[config.mk]
export PLATFORM = sky130hd
export DESIGN_NAME = mandelbrot_scan_scheduler
export DESIGN_NICKNAME = d
export VERILOG_FILES = /design/src/rtl/mandelbrot_pkg.sv /design/src/rtl/mandelbrot_coord_stepper.sv /design/src/rtl/mandelbrot_scan_scheduler.sv
export SDC_FILE = /design/constraint.sdc
export NUM_CORES = 1
export LEC_CHECK = 0
export ABC_AREA = 1
export CAP_MARGIN = 20
export CORE_UTILIZATION = 57
export DETAILED_ROUTE_END_ITERATION = 10
export PLACE_DENSITY_LB_ADDON = 0.1
export SLEW_MARGIN = 40
export SYNTH_ARGS = -nofsm -noshare
export SYNTH_HDL_FRONTEND = slang
export SYNTH_SLANG_ARGS = --single-unit
[constraint.sdc]
create_clock -name clk -period 3.9 [get_ports clk]
set_input_delay 0.585 -clock clk [delete_from_list [all_inputs] [get_ports clk]]
set_output_delay 0.585 -clock clk [all_outputs]
set_load 0.02 [all_outputs]
[src/rtl/mandelbrot_pkg.sv]
`default_nettype none
// +-----------------------------------------------------------------------+
// | mandelbrot_pkg : shared state encoding and default datapath widths    |
// | Rev 1.0                                                               |
// +-----------------------------------------------------------------------+
package mandelbrot_pkg;

  localparam int BITWIDTH_DEF = 11;
  localparam int CTRWIDTH_DEF = 7;

  typedef enum logic [2:0] {
    ST_IDLE   = 3'd0,
    ST_LAUNCH = 3'd1,
    ST_WAIT   = 3'd2,
    ST_EMIT   = 3'd3,
    ST_DONE   = 3'd4
  } state_e;

endpackage
`default_nettype wire

[src/rtl/mandelbrot_coord_stepper.sv]
`default_nettype none
// +-----------------------------------------------------------------------+
// | mandelbrot_coord_stepper : raster x/y counters and cr/ci accumulators |
// | Rev 1.0                                                               |
// +-----------------------------------------------------------------------+
module mandelbrot_coord_stepper
  import mandelbrot_pkg::*;
#(
  parameter int BITWIDTH = BITWIDTH_DEF,
  parameter int H_PIXELS = 160,
  parameter int V_PIXELS = 120,
  localparam int XW = $clog2(H_PIXELS),
  localparam int YW = $clog2(V_PIXELS)
) (
  input  logic                clk,
  input  logic                reset,
  input  logic                load_i,
  input  logic                step_x_i,
  input  logic                step_y_i,
  input  logic [BITWIDTH-1:0] cr_origin_i,
  input  logic [BITWIDTH-1:0] ci_origin_i,
  input  logic [BITWIDTH-1:0] step_i,
  output logic [BITWIDTH-1:0] cr_o,
  output logic [BITWIDTH-1:0] ci_o,
  output logic                x_last_o,
  output logic                y_last_o,
  output logic                first_o
);

  logic [XW-1:0]       x_q, x_d;
  logic [YW-1:0]       y_q, y_d;
  logic [BITWIDTH-1:0] cr_q, cr_d;
  logic [BITWIDTH-1:0] ci_q, ci_d;
  logic [BITWIDTH-1:0] cr_org_q, cr_org_d;
  logic [BITWIDTH-1:0] step_q, step_d;

  // Coordinates wrap modulo 2^BITWIDTH; rows advance downward, so ci decreases.
  always_comb begin
    x_d      = x_q;
    y_d      = y_q;
    cr_d     = cr_q;
    ci_d     = ci_q;
    cr_org_d = cr_org_q;
    step_d   = step_q;
    if (load_i) begin
      x_d      = '0;
      y_d      = '0;
      cr_d     = cr_origin_i;
      ci_d     = ci_origin_i;
      cr_org_d = cr_origin_i;
      step_d   = step_i;
    end else if (step_x_i) begin
      x_d  = x_q + XW'(1);
      cr_d = cr_q + step_q;
    end else if (step_y_i) begin
      x_d  = '0;
      y_d  = y_q + YW'(1);
      cr_d = cr_org_q;
      ci_d = ci_q - step_q;
    end
  end

  always_ff @(posedge clk) begin
    if (reset) begin
      x_q      <= '0;
      y_q      <= '0;
      cr_q     <= '0;
      ci_q     <= '0;
      cr_org_q <= '0;
      step_q   <= '0;
    end else begin
      x_q      <= x_d;
      y_q      <= y_d;
      cr_q     <= cr_d;
      ci_q     <= ci_d;
      cr_org_q <= cr_org_d;
      step_q   <= step_d;
    end
  end

  assign cr_o     = cr_q;
  assign ci_o     = ci_q;
  assign x_last_o = (x_q == XW'(H_PIXELS - 1));
  assign y_last_o = (y_q == YW'(V_PIXELS - 1));
  assign first_o  = (x_q == '0) && (y_q == '0);

endmodule
`default_nettype wire

[src/rtl/mandelbrot_scan_scheduler.sv]
`default_nettype none
// +-----------------------------------------------------------------------+
// | mandelbrot_scan_scheduler : per-pixel engine job / framebuffer writer |
// | Rev 1.0                                                               |
// +-----------------------------------------------------------------------+
module mandelbrot_scan_scheduler
  import mandelbrot_pkg::*;
#(
  parameter int BITWIDTH = BITWIDTH_DEF,
  parameter int CTRWIDTH = CTRWIDTH_DEF,
  parameter int H_PIXELS = 160,
  parameter int V_PIXELS = 120
) (
  input  logic                clk,
  input  logic                reset,
  input  logic                start_i,
  input  logic                abort_i,
  input  logic [BITWIDTH-1:0] cr_origin_i,
  input  logic [BITWIDTH-1:0] ci_origin_i,
  input  logic [BITWIDTH-1:0] step_i,
  output logic                eng_start_o,
  output logic [BITWIDTH-1:0] eng_cr_o,
  output logic [BITWIDTH-1:0] eng_ci_o,
  input  logic                eng_done_i,
  input  logic [CTRWIDTH-1:0] eng_iter_i,
  output logic                wr_valid_o,
  output logic [CTRWIDTH-1:0] wr_data_o,
  output logic                wr_sof_o,
  input  logic                wr_ready_i,
  output logic                busy_o,
  output logic                done_o
);

  state_e              state_q, state_d;
  logic [CTRWIDTH-1:0] wr_data_q, wr_data_d;
  logic                load, step_x, step_y, capture;
  logic                x_last, y_last, first;

  mandelbrot_coord_stepper #(
    .BITWIDTH (BITWIDTH),
    .H_PIXELS (H_PIXELS),
    .V_PIXELS (V_PIXELS)
  ) u_stepper (
    .clk         (clk),
    .reset       (reset),
    .load_i      (load),
    .step_x_i    (step_x),
    .step_y_i    (step_y),
    .cr_origin_i (cr_origin_i),
    .ci_origin_i (ci_origin_i),
    .step_i      (step_i),
    .cr_o        (eng_cr_o),
    .ci_o        (eng_ci_o),
    .x_last_o    (x_last),
    .y_last_o    (y_last),
    .first_o     (first)
  );

  always_ff @(posedge clk) begin
    if (reset) begin
      state_q   <= ST_IDLE;
      wr_data_q <= '0;
    end else begin
      state_q   <= state_d;
      wr_data_q <= wr_data_d;
    end
  end

  always_comb begin
    state_d = state_q;
    case (state_q)
      ST_IDLE, ST_DONE: if (start_i)    state_d = ST_LAUNCH;
      ST_LAUNCH:                        state_d = ST_WAIT;
      ST_WAIT:          if (eng_done_i) state_d = ST_EMIT;
      ST_EMIT:          if (wr_ready_i) state_d = (x_last && y_last) ? ST_DONE : ST_LAUNCH;
      default:                          state_d = ST_IDLE;
    endcase
    // An abandoned job's late eng_done is harmless: it only matters in WAIT.
    if (abort_i) state_d = ST_IDLE;
  end

  always_comb begin
    eng_start_o = (state_q == ST_LAUNCH);
    wr_valid_o  = (state_q == ST_EMIT);
    wr_sof_o    = (state_q == ST_EMIT) && first;
    busy_o      = (state_q == ST_LAUNCH) || (state_q == ST_WAIT) || (state_q == ST_EMIT);
    done_o      = (state_q == ST_DONE);
    load        = !abort_i && start_i && ((state_q == ST_IDLE) || (state_q == ST_DONE));
    capture     = !abort_i && eng_done_i && (state_q == ST_WAIT);
    step_x      = !abort_i && wr_ready_i && (state_q == ST_EMIT) && !x_last;
    step_y      = !abort_i && wr_ready_i && (state_q == ST_EMIT) && x_last && !y_last;
    wr_data_d   = capture ? eng_iter_i : wr_data_q;
  end

  assign wr_data_o = wr_data_q;

endmodule
`default_nettype wire
* After elaboration in Yosys (flattened, before gate mapping)
Cells that the tools add are included.
Storage, ports and cells: bits in registers 69, latch bits 0, bits in writable memories 0, memory bits (read-only) 0, input port bits 46, output and inout bits 34, word-level logic and storage cells 66, memories 0
Operators by class: add/subtract/negate cells 4, $mul 0, div/mod/pow operators 0, $lt $le $gt $ge 0, equal/unequal tests 10, shift-type cells 0, muxes and demuxes 13, bitwise logic cells 1, reductions and logical operators 30
Operators by type and width (number):
- $mux W11 | 6
- $mux W8 | 2
- $logic_and A1 B1 Y1 | 12
- $mux W3 | 4
- $pmux W3 S4 | 1
- $add A11 B11 Y11 | 1
- $sub A11 B11 Y11 | 1
- $add A8 B1 Y8 const B | 1
- $eq A8 B8 Y1 const B | 1
- $logic_not A8 Y1 | 1
- $add A7 B1 Y7 const B | 1
- $eq A7 B7 Y1 const B | 1
- $logic_not A7 Y1 | 1
- $eq A3 B2 Y1 const B | 2
- $ne A2 B2 Y1 const B | 3
- $reduce_or A2 Y1 | 3
- $reduce_and A2 Y1 | 2
- $reduce_bool A2 Y1 | 2
- $eq A3 B1 Y1 const B | 1
- $eq A3 B3 Y1 const B | 1
- $logic_not A1 Y1 | 3
- $logic_not A3 Y1 | 1
- $logic_or A1 B1 Y1 | 3
- $reduce_and A3 Y1 | 1
- 3 further kinds | 3

* Depth between registers and ports, before layout
word-level depth 8, depth in mapped cells 12, depth with buffers taken out 12

* Modules after synthesis
From an unflattened synthesis, not the netlist that was laid out.
Unflattened totals: cells, all modules 610, area, all modules 4152.7 µm²
By module, submodules not included:
- mandelbrot_coord_stepper | times used 1, cells each 532, area each 3633.5 µm², sequential area each 1181.1 µm²
- mandelbrot_scan_scheduler | times used 1, cells each 78, area each 519.2 µm², sequential area each 200.2 µm²

* Worst setup path after synthesis
OpenSTA, ideal clock, no wires.
path type flip-flop to output port, start register u_stepper.y_q[4], end output port wr_sof_o, arrival 1.382 ns, required time 3.315 ns, slack 1.933 ns, cell stages (with the launch flop) 3, buffers on the path 0, cells stage by stage dfxtp_1 or3_1 nor4_1
Between the ends: longest elaborated chain between the ends 3
Ends and longest elaborated chain:
- start: declaration | RTL line mandelbrot_coord_stepper.sv:31 | logic [YW-1:0] y_q, y_d;
- start signal: assignment | RTL line mandelbrot_coord_stepper.sv:73 | y_q <= y_d;
- $logic_not A7 Y1 | RTL line mandelbrot_coord_stepper.sv:85 | assign first_o = (x_q == '0) && (y_q == '0);
- $logic_and A1 B1 Y1 | RTL line mandelbrot_coord_stepper.sv:85
- $logic_and A1 B1 Y1 | RTL line mandelbrot_scan_scheduler.sv:85 | wr_sof_o = (state_q == ST_EMIT) && first;
- end: declaration | RTL line mandelbrot_scan_scheduler.sv:28 | output logic wr_sof_o,
Every way passes these cells.

* Worst setup path in the final report
start register state_q[1], end output port wr_sof_o
Between the ends: longest elaborated chain between the ends 2
Ends and longest elaborated chain:
- start: declaration | RTL line mandelbrot_scan_scheduler.sv:34 | state_e state_q, state_d;
- start signal: assignment | RTL line mandelbrot_scan_scheduler.sv:64 | state_q <= state_d;
- $eq A3 B2 Y1 | RTL line mandelbrot_scan_scheduler.sv:85
- $logic_and A1 B1 Y1 | RTL line mandelbrot_scan_scheduler.sv:85
Every way passes these cells.

==> results.json <==
{
  "grt_start_max_net_pins": 49,
  "final_common_cell": "nand2_1",
  "initial_core_util_pct": 59.3,
  "yosysWarnings": 0,
  "cts_sinks": 69,
  "ys_async_sr_fraction_pct": 0,
  "max_slew.worst_pin.slew_ps": 529,
  "path_class": "reg2out",
  "vias": 4495,
  "die_area_um2": 7890,
  "ioPinCount": 80,
  "avgSynthCellArea_um2": 6.57,
  "min_path_cells": 2,
  "syn2layout_area_growth_pct": 24.3,
  "hold_start": "u_stepper.cr_org_q[10]",
  "finish.instance_area_um2": 5340,
  "crit_arrival_ps": 2030,
  "drtPass1Iterations": 5,
  "final_cell_mix": "157 x nand2_1, 94 x inv_1, 79 x clkdlybuf4s50_1, 69 x dfxtp_1, 62 x a21oi_1",
  "clockRootBuffer": "clkbuf_8",
  "reg2reg_to": "u_stepper.cr_o[7]",
  "drive_gt1_share_pct": 5.86,
  "syn_inst": 654,
  "drc_errors": 0,
  "cts_tree": "built",
  "path_clk_slew_ps": 80,
  "fin_nets": 801,
  "drv_slew": 0,
  "clockBufferDepth": 2,
  "h-tree-depth": 3,
  "portBuffers": 79,
  "finalCritPeriodShare_pct": 67.1,
  "yosys.cell_types.count": 37,
  "hold_class": "reg2reg",
  "grt_pass1_vias": 4203,
  "synth_flop_cell": "dfxtp_1",
  "cts_resized": 0,
  "ctsHoldBuffers": 0,
  "synth_area_um2": 4300,
  "finalHoldViolCount": 0,
  "ys_seq_area_share_pct": 32.1,
  "hold_path_end": "u_stepper.cr_org_q[10]",
  "cp_max_fo": 4,
  "dieHeight_um": 88.8,
  "placed_area_um2": 5140,
  "fmax_mhz": 382,
  "finalCriticalPeriod_ps": 2620,
  "vdd_drop_max_v": 0.000173,
  "status": "completed",
  "syn_nets": 726,
  "post-cts-setup-buffer-count": 0,
  "postRouteAntennaNets": 0,
  "p_leak_nw": 2.35,
  "fin_setup_tns_ps": 0,
  "detail_route.wl_per_cell_um": 13.3,
  "rows": 31,
  "viasPerCell": 5.40,
  "wl_um": 11100,
  "grt_first_pass_wirelength_um": 18000,
  "coreArea_um2": 7250,
  "n_antenna_cell": 0,
  "grt_overflow": 0,
  "required_ps": 3310,
  "final_cells": 833,
  "drtIter0Drc": 213,
  "clk_latency_ps": 340,
  "ff2ff_setup_slack_ps": 1940,
  "cts_buffers": 9,
  "place_inst": 817,
  "rr_startpoint": "u_stepper.x_q[1]",
  "synth_edf_count": 0,
  "rsz0062_at_grt": "false",
  "antenna_found_initial": 0,
  "cap_violations": 0,
  "slew_headroom_pct": 64.7,
  "finalPower_w": 0.00184,
  "track_usage_pct": 29.5,
  "finClkSkew_ps": 11.1,
  "worstRegToRegCells": 10,
  "hpwl_um": 8060,
  "start_kind": "flop",
  "p_per_area_nw_per_um2": 344,
  "endpoint_kind": "output port",
  "finalSetupViolCount": 0,
  "gp_congestion": 0.920,
  "synth-seq-cells": 69,
  "die_w_um": 88.8
}
[critical path, cell delays in order, from the launching register on]
cell,delay (ps)
dfxtp_1,380
inv_2,70
nor2_4,140
nand2_1,120
nor4_1,320
clkdlybuf4s50_1,660
[area by class of cell]
cell class,count,area [um2]
Clock buffer,13,159
Sequential cell,69,1380
Fill cell,609,1910
Timing Repair Buffer,82,813
Clock inverter,3,43.8
Inverter,102,383
Tap cell,99,124
Multi-Input combinational cell,465,2440
[cells in the mapped netlist, types with 6 or more instances]
library cell / number / area (um2)
a21oi_1: 62 / 310
buf_2: 9 / 45.0
dfxtp_1: 69 / 1380
ha_1: 24 / 300
inv_1: 95 / 357
inv_2: 7 / 26.3
nand2_1: 157 / 589
nand3_1: 53 / 265
nand4_1: 8 / 50.1
nor2_1: 55 / 206
o21ai_0: 50 / 250
o22ai_1: 8 / 50.1
xor2_1: 6 / 52.6
[kinds of logic (layout without fill, tap and decap cells)]
kind of cell               after synthesis  in the layout  synth area share (%)
DFF                                     69             69                  32.1
AOI/OAI and AO/OA                      132            132                  16.1
buffers and inverters                  120            200                  11.1
adders and majority gates               26             26                  7.92
and+or+nand+nor                        296            296                  30.5
muxes                                    1              1                 0.233
xor gates and xnor gates                10             10                  2.04
[sequential cells by signal (all words and copies together) (netlist names)]
register	flops
u_stepper.x_q	8
wr_data_o	7
state_q	3
u_stepper.step_q	11
u_stepper.cr_o	11
u_stepper.y_q	7
u_stepper.ci_o	11
u_stepper.cr_org_q	11
[routing by layer]
| metal | track usage (%) | vias up | share of wire [%] | routed length, um |
|---|---|---|---|---|
| met2 | 52.8 | 155 | 50 | 5510 |
| met4 | 14.4 | 0 | 2.4 | 271 |
| met1 | 34.1 | 2043 | 43 | 4780 |
| met3 | 4.57 | 26 | 4.9 | 539 |
| li1 | - | 2271 | - | - |
| met5 | 0 | - | 0 | 0 |
[worst max-delay path by stage]
| stage | start | end | slack (ps) | cells after the start |
|---|---|---|---|---|
| after floorplan | u_stepper.y_q[4] | wr_sof_o | 1930 | 2 |
| after global placement | reset | u_stepper.ci_o[6] | 1460 | 5 |
| after detailed placement | abort_i | u_stepper.cr_org_q[6] | 1480 | 7 |
| after CTS | state_q[1] | wr_sof_o | 1290 | 5 |
| after global routing | state_q[1] | wr_sof_o | 1220 | 5 |
| final | state_q[1] | wr_sof_o | 1280 | 5 |
[metrics by stage]
| step | hold slack [ps] | util, % | setup slack, ps |
|---|---|---|---|
| 5_1_grt | 499 | 73.7 | 1220 |
| 6_report | 470 | 73.7 | 1280 |
| 2_1_floorplan | 441 | - | 1930 |
| 4_1_cts | 471 | 73.7 | 1290 |
| 3_5_place_dp | 460 | 70.9 | 1480 |
| 3_3_place_gp | 453 | 70.9 | 1460 |
[power breakdown]
part / switching (W) / total [W] / leakage, nW / internal [W]
Clock: 0.000275 / 0.000606 / 0.104 / 0.000331
Combinational: 0.000269 / 0.000467 / 1.68 / 0.000198
Sequential: 0.0000285 / 0.000766 / 0.563 / 0.000738
Power figures use the tool's default switching activity.
==> RTL edit, RTL diff (same flow settings) <==
`V_PIXELS` is set to 120 in 2 places; all go to 60.
--- a/src/rtl/mandelbrot_coord_stepper.sv
+++ b/src/rtl/mandelbrot_coord_stepper.sv
@@ -10,3 +10,3 @@
   parameter int H_PIXELS = 160,
-  parameter int V_PIXELS = 120,
+  parameter int V_PIXELS = 60,
   localparam int XW = $clog2(H_PIXELS),
--- a/src/rtl/mandelbrot_scan_scheduler.sv
+++ b/src/rtl/mandelbrot_scan_scheduler.sv
@@ -11,3 +11,3 @@
   parameter int H_PIXELS = 160,
-  parameter int V_PIXELS = 120
+  parameter int V_PIXELS = 60
 ) (
Behaviour: same outputs for any inputs over 10 cycles, from zero or initial values and one cycle with reset high; that may be too few to reach the edited logic, so the function may still have changed.
==> RTL edit against the original RTL <==
Synthesized area up 1.2%. Setup slack improved by 0.12 ns. Non-clock buffer count decreased by 1. Worst hold slack got worse by 0.0017 ns. Register-to-register slack worse by 0.08 ns. Sequential cell count decreased by 1. Power down 3.4%. Design area hardly changed. First-iteration DRC count is 25% higher. Combinational power increased by 8.4%. Routed wire length is 0.59% higher.
==> RTL edit: results (changes against the original RTL) <==
Run status
  • Status: complete, no violations

Clocking
  • # Post-CTS Setup Buffers: 0 (unchanged)
  • Clock latency on the worst-skew pair: 0.34 ns (about the same)
  • Clock root buffer master: clkbuf_8
  • Post-CTS Hold Fix Bufs: 0 (unchanged)
  • Clock Tree Buf Depth: 2 (unchanged)
  • Clock-pin slew on the worst setup and hold paths: 0.07 ns
  • H-tree depth: 3 (unchanged)
  • Cts repair resizes: 0 (unchanged)

Synth
  • Post-synthesis mux area share: 0% (-0.23 points)
  • Adder-Cell Fraction of Synth Area: 7.825% (-0.093 points)
  • Commonest cells in the synthesized netlist: nand2_1 (144), inv_1 (81), dfxtp_1 (68)
  • FFs w/ async S/R, synth: 0% (unchanged)
  • Post-synthesis sequential area ratio: 31.30% (-0.84 points)
  • Post-Syn Nets: 720 (-0.83%)
  • Synth Area in Compound Gates: 17.03% (+0.96 points)
  • Post-synthesis xor/xnor area fraction: 1.611% (-0.43 points)
  • Area contributors post-synth: dfxtp_1 (31%), nand2_1 (12%), inv_1 (7.0%)
  • Avg Inst Size Synth: 6.712 sq um (+2.1%)

Setup path
  • Slowest CP cell: clkdlybuf4s50_1
  • CP max stage delay: 0.64 ns (-0.02 ns)
  • Arrival time at the worst endpoint: 1.91 ns (-0.12 ns)

Layout
  • Layout cells sized above 1: 10.06% (+4.2 points)
  • Fillers: 617 (+1.3%)
  • Non-Filler Instances: 825 (-0.96%)
  • Final Net Count: 793 (-1.0%)

GRT
  • First-pass GRT wire length: 17800 um (-1.3%)
  • Largest net degree at the start of global routing: 46 (-6.1%)
  • Overall routing resource usage: 29.07% (-0.39 points)
  • Vias in the first global route: 3982 (-5.3%)

Routing
  • Initial DRC Count: 267 (+25%)
  • Routed WL per cell: 13.53 um (+1.6%)
  • Drt first pass iters: 5 (unchanged)
  • Via density: 5.265 (-2.4%)

Placed design
  • Hpwl dp: 8415 um (+4.4%)
  • Pre-CTS setup slack: 1.325 ns (-0.1547 ns)
  • RePlAce Congestion: 0.9494 (+3.2%)
  • Placed cell count: 809 (-0.98%)
  • Post-DP Area: 5170 sq um (+0.56%)

Timing
  • Setup Skew: 0.009868 ns (-0.001266 ns)
  • Slew @ Worst Pin: 0.6331 ns (+0.1040 ns)

Min path
  • Hold Path Class: flip-flop to flip-flop

Power
  • LEAKAGE: 2.330 nW (-0.81%)
  • Pwr per Cell Area: 332.8 nW/um^2 (-3.4%)
  • VDD IR max: 174.7 uV (+1.2%)
-- RTL edit: final timing paths --
| path | from | to | slack [ns] | cells past startpoint |
|---|---|---|---|---|
| worst max register to register | u_stepper.x_q[0] | u_stepper.cr_o[5] | 1.86 | 9 |
| worst max-delay path | u_stepper.y_q[3] | wr_sof_o | 1.41 | 6 |
| worst min register to register | u_stepper.cr_org_q[1] | u_stepper.cr_org_q[1] | 0.47 | 2 |
| worst min-delay path | u_stepper.cr_org_q[1] | u_stepper.cr_org_q[1] | 0.47 | 2 |
-- RTL edit: cells by family (layout without fill, tap and decap cells) --
group / count (synthesis) / count (layout)
AOI/OAI and AO/OA: 132 / 132
xor gates and xnor gates: 8 / 8
adders and majority gates: 26 / 26
buffers and inverters: 116 / 194
DFF: 68 / 68
and+or+nand+nor: 298 / 298
-- RTL edit: report_power, final --
| group | switching [mW] | internal, mW |
|---|---|---|
| Sequential | 0.0319 | 0.731 |
| Clock | 0.279 | 0.229 |
| Combinational | 0.291 | 0.216 |
| Total | 0.601 | 1.18 |
-- RTL edit: per-layer routing --
metal  share of wire, %  track usage, %
met1                 46           37.93
met2                 47           49.41
met3                5.4           4.617
met4                1.3           8.802
met5                  0               0
-- RTL edit: worst max-delay path, delay by kind of cell, from the launching register on --
kind	cells	cell delay, ns
flops	1	0.35
simple gates	4	0.50
buf+inv	2	0.73
-- RTL edit: layout make-up --
class | count | area, sq um | share of cell area (%)
multi-input combinational | 464 | 2515 | 47.11
inverter | 97 | 364.1 | 6.820
sequential | 68 | 1361 | 25.50
clock buffer | 10 | 127.6 | 2.390
clock inverter | 6 | 41.29 | 0.7734
timing repair buffer | 81 | 805.8 | 15.09
tap | 99 | 123.9 | 2.320
